`config.mk`:
```
export PLATFORM = sky130hd
export DESIGN_NAME = speed_test_readout_seq
export DESIGN_NICKNAME = d
export VERILOG_FILES = /design/src/rtl/speed_test_readout_seq.sv
export SDC_FILE = /design/constraint.sdc
export NUM_CORES = 1
export LEC_CHECK = 0
export ABC_AREA = 1
export BUFFER_PORTS_ARGS = -buffer_cell sky130_fd_sc_hd__buf_2
export CAP_MARGIN = 10
export CORE_ASPECT_RATIO = 1.1
export CORE_MARGIN = 2
export CORE_UTILIZATION = 54
export CTS_CLUSTER_DIAMETER = 100
export DETAILED_ROUTE_END_ITERATION = 16
export GPL_TIMING_DRIVEN = 0
export PLACE_DENSITY = 0.76
export SLEW_MARGIN = 20
export SYNTH_ARGS = -nofsm -noshare
export SYNTH_HDL_FRONTEND = slang
export SYNTH_SLANG_ARGS = --single-unit
```
`constraint.sdc`:
```
create_clock -name clk -period 2.65 [get_ports clk]
set_clock_uncertainty 0.15 [all_clocks]
set_input_delay 0.1325 -clock clk [delete_from_list [all_inputs] [get_ports clk]]
set_output_delay 0.1325 -clock clk [all_outputs]
set_load 0.02 [all_outputs]
```
`src/rtl/speed_test_readout_seq.sv`:
```
`default_nettype none
// ============================================================================
// Module   : speed_test_readout_seq
// Brief    : Arms the ring-oscillator speed-test macro, fires one window and
//            reads back both 24-bit down-counters onto a valid/ready port.
// Revision : 1.0 - initial release
// ============================================================================
module speed_test_readout_seq #(
    parameter int TRIG_CYCLES   = 2,
    parameter int SETTLE_CYCLES = 3,
    parameter int READ_WAIT     = 1,
    parameter int MAX_DELTA     = 3,
    parameter int MIN_COUNT     = 10
) (
    input  logic        clk,
    input  logic        rst,
    input  logic        start,
    output logic        busy,
    output logic        meas_nrst,
    output logic        meas_trig,
    output logic [2:0]  meas_sel,
    output logic [1:0]  meas_ring_en,
    input  logic [7:0]  meas_data,
    output logic        res_valid,
    input  logic        res_ready,
    output logic [23:0] edges0,
    output logic [23:0] edges1,
    output logic [2:0]  err_code,
    output logic [3:0]  flags
);

    localparam logic [7:0]  TRIG_LAST   = 8'(TRIG_CYCLES - 1);
    localparam logic [7:0]  SETTLE_LAST = 8'(SETTLE_CYCLES - 1);
    localparam logic [7:0]  READ_LAST   = 8'(READ_WAIT - 1);
    localparam logic [23:0] MAX_D       = 24'(MAX_DELTA);
    localparam logic [23:0] MIN_C       = 24'(MIN_COUNT);

    typedef enum logic [3:0] {
        S_IDLE   = 4'd0,
        S_ARM    = 4'd1,
        S_CHK0   = 4'd2,
        S_FIRE   = 4'd3,
        S_SETTLE = 4'd4,
        S_CHK1   = 4'd5,
        S_READ   = 4'd6,
        S_CALC   = 4'd7,
        S_ERR    = 4'd8,
        S_DONE   = 4'd9
    } state_t;

    state_t      state;
    logic [7:0]  cnt;
    logic [2:0]  idx;
    logic [2:0]  err_pend;
    logic [23:0] c0;
    logic [23:0] c1;
    logic [23:0] diff;

    // Byte order: c0 low..high via sel 0..2, then c1 low..high via sel 4..6.
    function automatic logic [2:0] sel_of(input logic [2:0] i);
        case (i)
            3'd0:    sel_of = 3'b000;
            3'd1:    sel_of = 3'b001;
            3'd2:    sel_of = 3'b010;
            3'd3:    sel_of = 3'b100;
            3'd4:    sel_of = 3'b101;
            default: sel_of = 3'b110;
        endcase
    endfunction

    assign diff = (c0 >= c1) ? (c0 - c1) : (c1 - c0);

    always_ff @(posedge clk) begin
        if (rst) begin
            state        <= S_IDLE;
            busy         <= 1'b0;
            meas_nrst    <= 1'b0;
            meas_trig    <= 1'b0;
            meas_sel     <= 3'b000;
            meas_ring_en <= 2'b00;
            res_valid    <= 1'b0;
            edges0       <= '0;
            edges1       <= '0;
            err_code     <= '0;
            flags        <= '0;
            cnt          <= '0;
            idx          <= '0;
            err_pend     <= '0;
            c0           <= '0;
            c1           <= '0;
        end else begin
            case (state)
                S_IDLE: begin
                    if (start) begin
                        state        <= S_ARM;
                        busy         <= 1'b1;
                        meas_nrst    <= 1'b1;
                        meas_sel     <= 3'b111;
                        meas_ring_en <= 2'b11;
                    end
                end
                S_ARM: state <= S_CHK0;
                S_CHK0: begin
                    if (!meas_data[7]) begin
                        err_pend <= 3'd3;
                        state    <= S_ERR;
                    end else if (meas_data[6]) begin
                        err_pend <= 3'd1;
                        state    <= S_ERR;
                    end else begin
                        meas_trig <= 1'b1;
                        cnt       <= '0;
                        state     <= S_FIRE;
                    end
                end
                S_FIRE: begin
                    if (cnt == TRIG_LAST) begin
                        meas_trig <= 1'b0;
                        cnt       <= '0;
                        state     <= S_SETTLE;
                    end else begin
                        cnt <= cnt + 8'd1;
                    end
                end
                S_SETTLE: begin
                    if (cnt == SETTLE_LAST) begin
                        cnt   <= '0;
                        state <= S_CHK1;
                    end else begin
                        cnt <= cnt + 8'd1;
                    end
                end
                S_CHK1: begin
                    if (!meas_data[6]) begin
                        err_pend <= 3'd2;
                        state    <= S_ERR;
                    end else begin
                        meas_ring_en <= 2'b00;
                        meas_sel     <= sel_of(3'd0);
                        idx          <= '0;
                        cnt          <= '0;
                        state        <= S_READ;
                    end
                end
                S_READ: begin
                    if (cnt == READ_LAST) begin
                        cnt <= '0;
                        // Captured byte belongs to the select that was applied, not the one loaded now.
                        case (idx)
                            3'd0:    c0[7:0]   <= meas_data;
                            3'd1:    c0[15:8]  <= meas_data;
                            3'd2:    c0[23:16] <= meas_data;
                            3'd3:    c1[7:0]   <= meas_data;
                            3'd4:    c1[15:8]  <= meas_data;
                            default: c1[23:16] <= meas_data;
                        endcase
                        if (idx == 3'd5) begin
                            meas_sel <= 3'b000;
                            state    <= S_CALC;
                        end else begin
                            idx      <= idx + 3'd1;
                            meas_sel <= sel_of(idx + 3'd1);
                        end
                    end else begin
                        cnt <= cnt + 8'd1;
                    end
                end
                S_CALC: begin
                    edges0    <= 24'hFFFFFF - c0;
                    edges1    <= 24'hFFFFFF - c1;
                    flags     <= {diff > MAX_D, (c0 < MIN_C) | (c1 < MIN_C), ~c1[23], ~c0[23]};
                    err_code  <= 3'd0;
                    res_valid <= 1'b1;
                    state     <= S_DONE;
                end
                S_ERR: begin
                    meas_trig    <= 1'b0;
                    meas_ring_en <= 2'b00;
                    edges0       <= '0;
                    edges1       <= '0;
                    flags        <= '0;
                    err_code     <= err_pend;
                    res_valid    <= 1'b1;
                    state        <= S_DONE;
                end
                S_DONE: begin
                    if (res_ready) begin
                        res_valid <= 1'b0;
                        meas_nrst <= 1'b0;
                        meas_sel  <= 3'b000;
                        busy      <= 1'b0;
                        state     <= S_IDLE;
                    end
                end
                default: state <= S_IDLE;
            endcase
        end
    end

endmodule
`default_nettype wire

```
# Word-level counts from Yosys, hierarchy flattened
# Index checks and enable logic that the tools add are counted.
# word_totals
inputBits,12
reg_bits,129
elab_cells,142
output_inout_bits,64
# classes
n_bitwise,4
muxes,47
n_lt_le_gt_ge,4
n_addsub,6
n_eq_ne,32
reduce_logical,30
# ops
op,count
$pmux W24 S2,2
$lt A24 B4 Y1 const B,2
$mux W8,6
$sub A24 B24 Y24,2
$sub A24 B24 Y24 const A,2
$pmux W8 S5,1
$mux W4,9
$pmux W4 S9,1
$mux W3,10
$reduce_and A3 Y1,9
$ge A24 B24 Y1,1
$gt A24 B2 Y1 const B,1
$mux W24,1
$ne A2 B2 Y1 const B,11
$pmux W3 S2,3
$eq A4 B3 Y1 const B,4
$pmux W3 S5,1
$eq A3 B2 Y1 const B,4
$pmux W3 S4,1
$reduce_and A4 Y1,3
$reduce_bool A2 Y1,5
$eq A3 B3 Y1 const B,3
$add A8 B1 Y8 const B,1
$eq A4 B2 Y1 const B,2
26 further kinds,38

# Longest topological paths before layout
# logic_depth
depth_word,6
mapped_depth,22
mapped_depth_nobuf,22

# Worst setup path after synthesis
# No wires, ideal clock.
# synth_timing
path_kind,register to register
start,register c0[0]
end,register flags[3]
n_path_buf,1
arrival_time_ns,2.279
path_slack_ns,0.089
period_less_slack_ns,2.561
path_stages_with_launch,22
setup_time_ns,0.132
cell_sequence,dfxtp_1 inv_1 ha_1 inv_1 fa_1 nand3_1 nand3_2 nand2_1 nand3_1 nand2_1 inv_2 nor2_4 buf_6 nand2_1 nand2_1 nand2_1 nor2_1 nand2_1 nor2_1 nand2_1 nand2_1 a21oi_1
# synth_via
elab_chain_len,4
elab_cells_between_ends,6
classes_between,2 x add/sub; 2 x order compare; 2 x mux
# synth_lines
element,line_no,rtl
start: declaration,55,logic [23:0] c0;
start signal: assignment,150,3'd0: c0[7:0] <= meas_data;
$sub A24 B24 Y24 or $ge A24 B24 Y1 (tied branches),71,assign diff = (c0 >= c1) ? (c0 - c1) : (c1 - c0);
$mux W24 *,71,
$gt A24 B2 Y1 *,171,"flags <= {diff > MAX_D, (c0 < MIN_C) | (c1 < MIN_C), ~c1[23], ~c0[23]};"
$pmux W4 S2 *,92,case (state)
end signal: assignment,171,
end: declaration,29,output logic [3:0] flags
# Mark *: on every way between the ends. The rest lies on a longest branch, timed or not.
# A chain may end at the register's enable or synchronous reset.

# Final worst setup path
# Ends and elaborated chain as after synthesis.

==> metrics <==
Final period util=1.04; root buffer cell=clkbuf_16; Hold EP=c0[23]; 1st-iter DRT viols=slightly above 800; CP Class=reg -> reg; initial cell density of the core=0.555; sequential area share after synthesis=0.295; ANT cells=0; worst r2r path cells=20; Routed Wire Length=about 28000 um; clock latency on the worst-skew pair=between 0.4 and 0.5 ns; sequential cell fraction of total power=0.337; reg-to-reg slack, setup=-0.11 ns; overall power=approximately 6 mW; RSZ-0062 raised after global routing=true; worst path required time=between 2 and 3 ns; Netlist cell types=43; Final WS setup=-0.112 ns; fin. max-slew vios=0; Placer Congestion=approximately 0.9; post-route DRC violation count=0; Port-buffer cells=72; synth warn=0; die height=between 100 and 150 um; final hold vios=0; EDFF count, synth=0; post-DR wirelength/cell=between 15 and 20 um; CTS clk-pin slew, worst paths=~0.060 ns; post-synth top area share=0.295; fmax=~0.36 GHz; P_sw=1.98 mW; Mean Syn Cell Area=6.28 sq um; worst endpoint data arrival time=slightly below 3 ns; outcome=finished, violations left; Gate Count Post-Synth=1342; Clock Sinks=approximately 120; Clock Power Share=0.404; Non-Filler Instances=between 1500 and 2000; failing checks=setup timing; CP endpoint kind=flop; # IOs=76; worst r2r src=c0[0]; Mapped Area=between 0.008 and 0.009 sq mm; flops & latches, synth=approximately 120; CP max-delay cell=fa_2; Site Rows=between 40 and 50; H-tree levels=4; largest net degree at the start of global routing=17; final setup vio count=1; largest cells by area after synthesis=dfxtp_1 (29%), nand2_1 (17%), inv_1 (9.4%), a21oi_1 (8.4%), ha_1 (8.3%); Post-DRT Antenna Nets=0; most numerous cell in the Yosys netlist=nand2_1; Die W=around 120 um; Tightest Hold Check Type=in -> reg; share of layout cells above drive strength 1=0.200; TritonCTS clock tree=yes; aggregate global-route resource usage=0.337; Setup crit start=c0[0]; Layout area overhead=24.4%; Max Root-Sink Buffers=2; Worst R2R End=flags[3]; Leak=between 5 and 6 nW; DIE AREA=0.0166 sq mm; async set or reset register ratio after synthesis=0; area leader, netlist=dfxtp_1; placed cell count=1610; nets=about 1500; Hold Startpoint=meas_data[7]; Max VDD drop=~0.64 mV; switching share of total power=0.330; HPWL after DPL=between 20000 and 25000 um; total core area=~0.015 sq mm; Crit Path Max Fanout=7; Post-synth top cells=nand2_1 (386), inv_1 (210), a21oi_1 (141); Synthesized Nets=around 1400; via/cell ratio=~5.5; Power Density=572 mW/mm^2; CTS Buf Count=17; vias in the first global route=about 8700; critical path cell sequence=inv_4, ha_4, inv_4, fa_2, nand3_2, nand3_2, nand2_2, nand3_2, nand2_4, inv_2, nor2_4, buf_6, buf_4, nand2_1, nand2_1, nand3_1, nor2_2, nand2_2, nand2_2, a21oi_2; CP bufs+invs=5; Vias=approximately 9200; Top delay family on crit path=simple AND/OR/NAND/NOR gates; internal power=around 4.0 mW; fin crit period=between 2 and 3 ns; total congestion overflow=0; Slew @ Worst Pin=0.682 ns; nature of the critical path startpoint=flop; # Max-Cap Violations=0; Hold Path Cell Cnt=3; Comb pwr share=0.259; ys flop type=dfxtp_1; headroom to the max-slew limit=0.545; first-pass GRT wire length=about 43000 um; initial antenna violation count=0; Pre-Repair DR Iteration Count=6; fin util=0.691; Crit path largest cell delay=0.39 ns
-- worst min-delay path: cells and delay by family --
kind	cells	cell delay, ns
simple gates	1	0.17
compound gates	1	0.06
buf+inv	1	0.24
-- cells in the final DEF (no fill, tap or decap), types with 3 or more instances in the layout --
master,synthesis,routed
a21oi_1,141,138
nor2_4,4,10
nor2_1,91,74
bufinv_16,0,3
dfxtp_1,124,96
nand4_1,20,20
nand3_1,57,49
inv_2,11,19
a31oi_1,3,3
nand3_2,2,8
clkbuf_1,24,23
clkbuf_16,0,17
nand2_4,1,10
o21ai_0,117,115
o21bai_1,4,4
buf_4,7,28
nor3_1,6,6
nand2_2,7,26
xor2_1,15,15
ha_1,56,39
nor2_2,2,13
dlygate4sd3_1,0,9
a21oi_2,3,4
ha_4,0,17
dfxtp_4,0,8
o21ai_1,2,4
nor4_1,7,7
nor3_2,3,3
dfxtp_2,0,20
a211oi_1,5,5
clkinvlp_4,0,5
buf_2,7,77
buf_6,7,11
nand2_1,386,358
inv_1,210,200
-- logic make-up (layout without fill, tap and decap cells) --
family,count (synthesis),after routing,share of synthesized area
adder cells (fa/ha/maj),58,58,0.0879
other,1,1,0.000445
flip-flops,124,124,0.295
XOR/XNOR,16,16,0.0166
AND/OR/NAND/NOR,588,588,0.291
buffers and inverters,268,404,0.130
multiplexers,1,1,0.00119
AO/OA/AOI/OAI,286,286,0.178
-- stage by stage --
stage / hold slack (ns) / worst slack, ns / TNS, ns / instance area [sq um]
floorplan: 0.154 / 0.0891 / 0 / 8430
global placement: 0.294 / -0.699 / -1.05 / 9030
detailed placement: 0.288 / -0.740 / -1.01 / 9030
CTS: 0.0716 / -0.109 / -0.109 / 10200
global route: 0.112 / -0.258 / -0.258 / 10500
finish: 0.0938 / -0.112 / -0.112 / 10500
-- registers in the layout, summed over array words and instances (netlist names) --
register	flops
c0	24
c1	24
cnt	8
edges0	23
edges1	23
err_code	2
err_pend	2
flags	4
idx	3
meas_nrst	1
meas_ring_en	1
meas_sel	3
meas_trig	1
res_valid	1
state	4
-- layer usage --
metal	up-vias	share of wire	track usage
met1	4202	0.41	0.402
met5	-	0	0
met4	0	0.063	0.206
met3	109	0.060	0.0545
li1	4521	-	-
met2	372	0.47	0.563
-- power groups by stage --
stage / registers, mW / logic (mW) / clock network, mW
3_5_place_dp: 2.06 / 1.34 / 0
5_1_grt: 2.03 / 1.73 / 2.50
3_3_place_gp: 2.06 / 1.33 / 0
2_1_floorplan: 2.11 / 0.916 / 0
4_1_cts: 2.02 / 1.39 / 2.41
6_report: 2.02 / 1.55 / 2.42
-- how the worst max path moves through the flow --
| stage | endpoint | depth (start not counted) |
|---|---|---|
| floorplan | flags[3] | 21 |
| global placement | flags[3] | 21 |
| detailed placement | flags[3] | 19 |
| CTS | flags[3] | 21 |
| global route | flags[3] | 20 |
| finish | flags[3] | 20 |
-- area by class of cell --
cell class / instances / area, sq um
flip-flops and latches: 124 / 2540
clock buffers: 19 / 453
plain buffers: 45 / 274
well taps: 196 / 245
multi-input cells: 950 / 5340
fillers: 1304 / 4690
clock inverters: 13 / 164
repair buffers: 104 / 627
inverters: 223 / 842
-- repair_timing --
action                     in CTS  in global routing
setup endpoints to repair      11                 15
pin swaps                      26                 29
resized for setup              92                 72
hold endpoints to repair       25                  3
buffers inserted               18                  5
hold buffers                    8                  1
gates cloned                    1                  0
(Power assumes the default switching activity.)
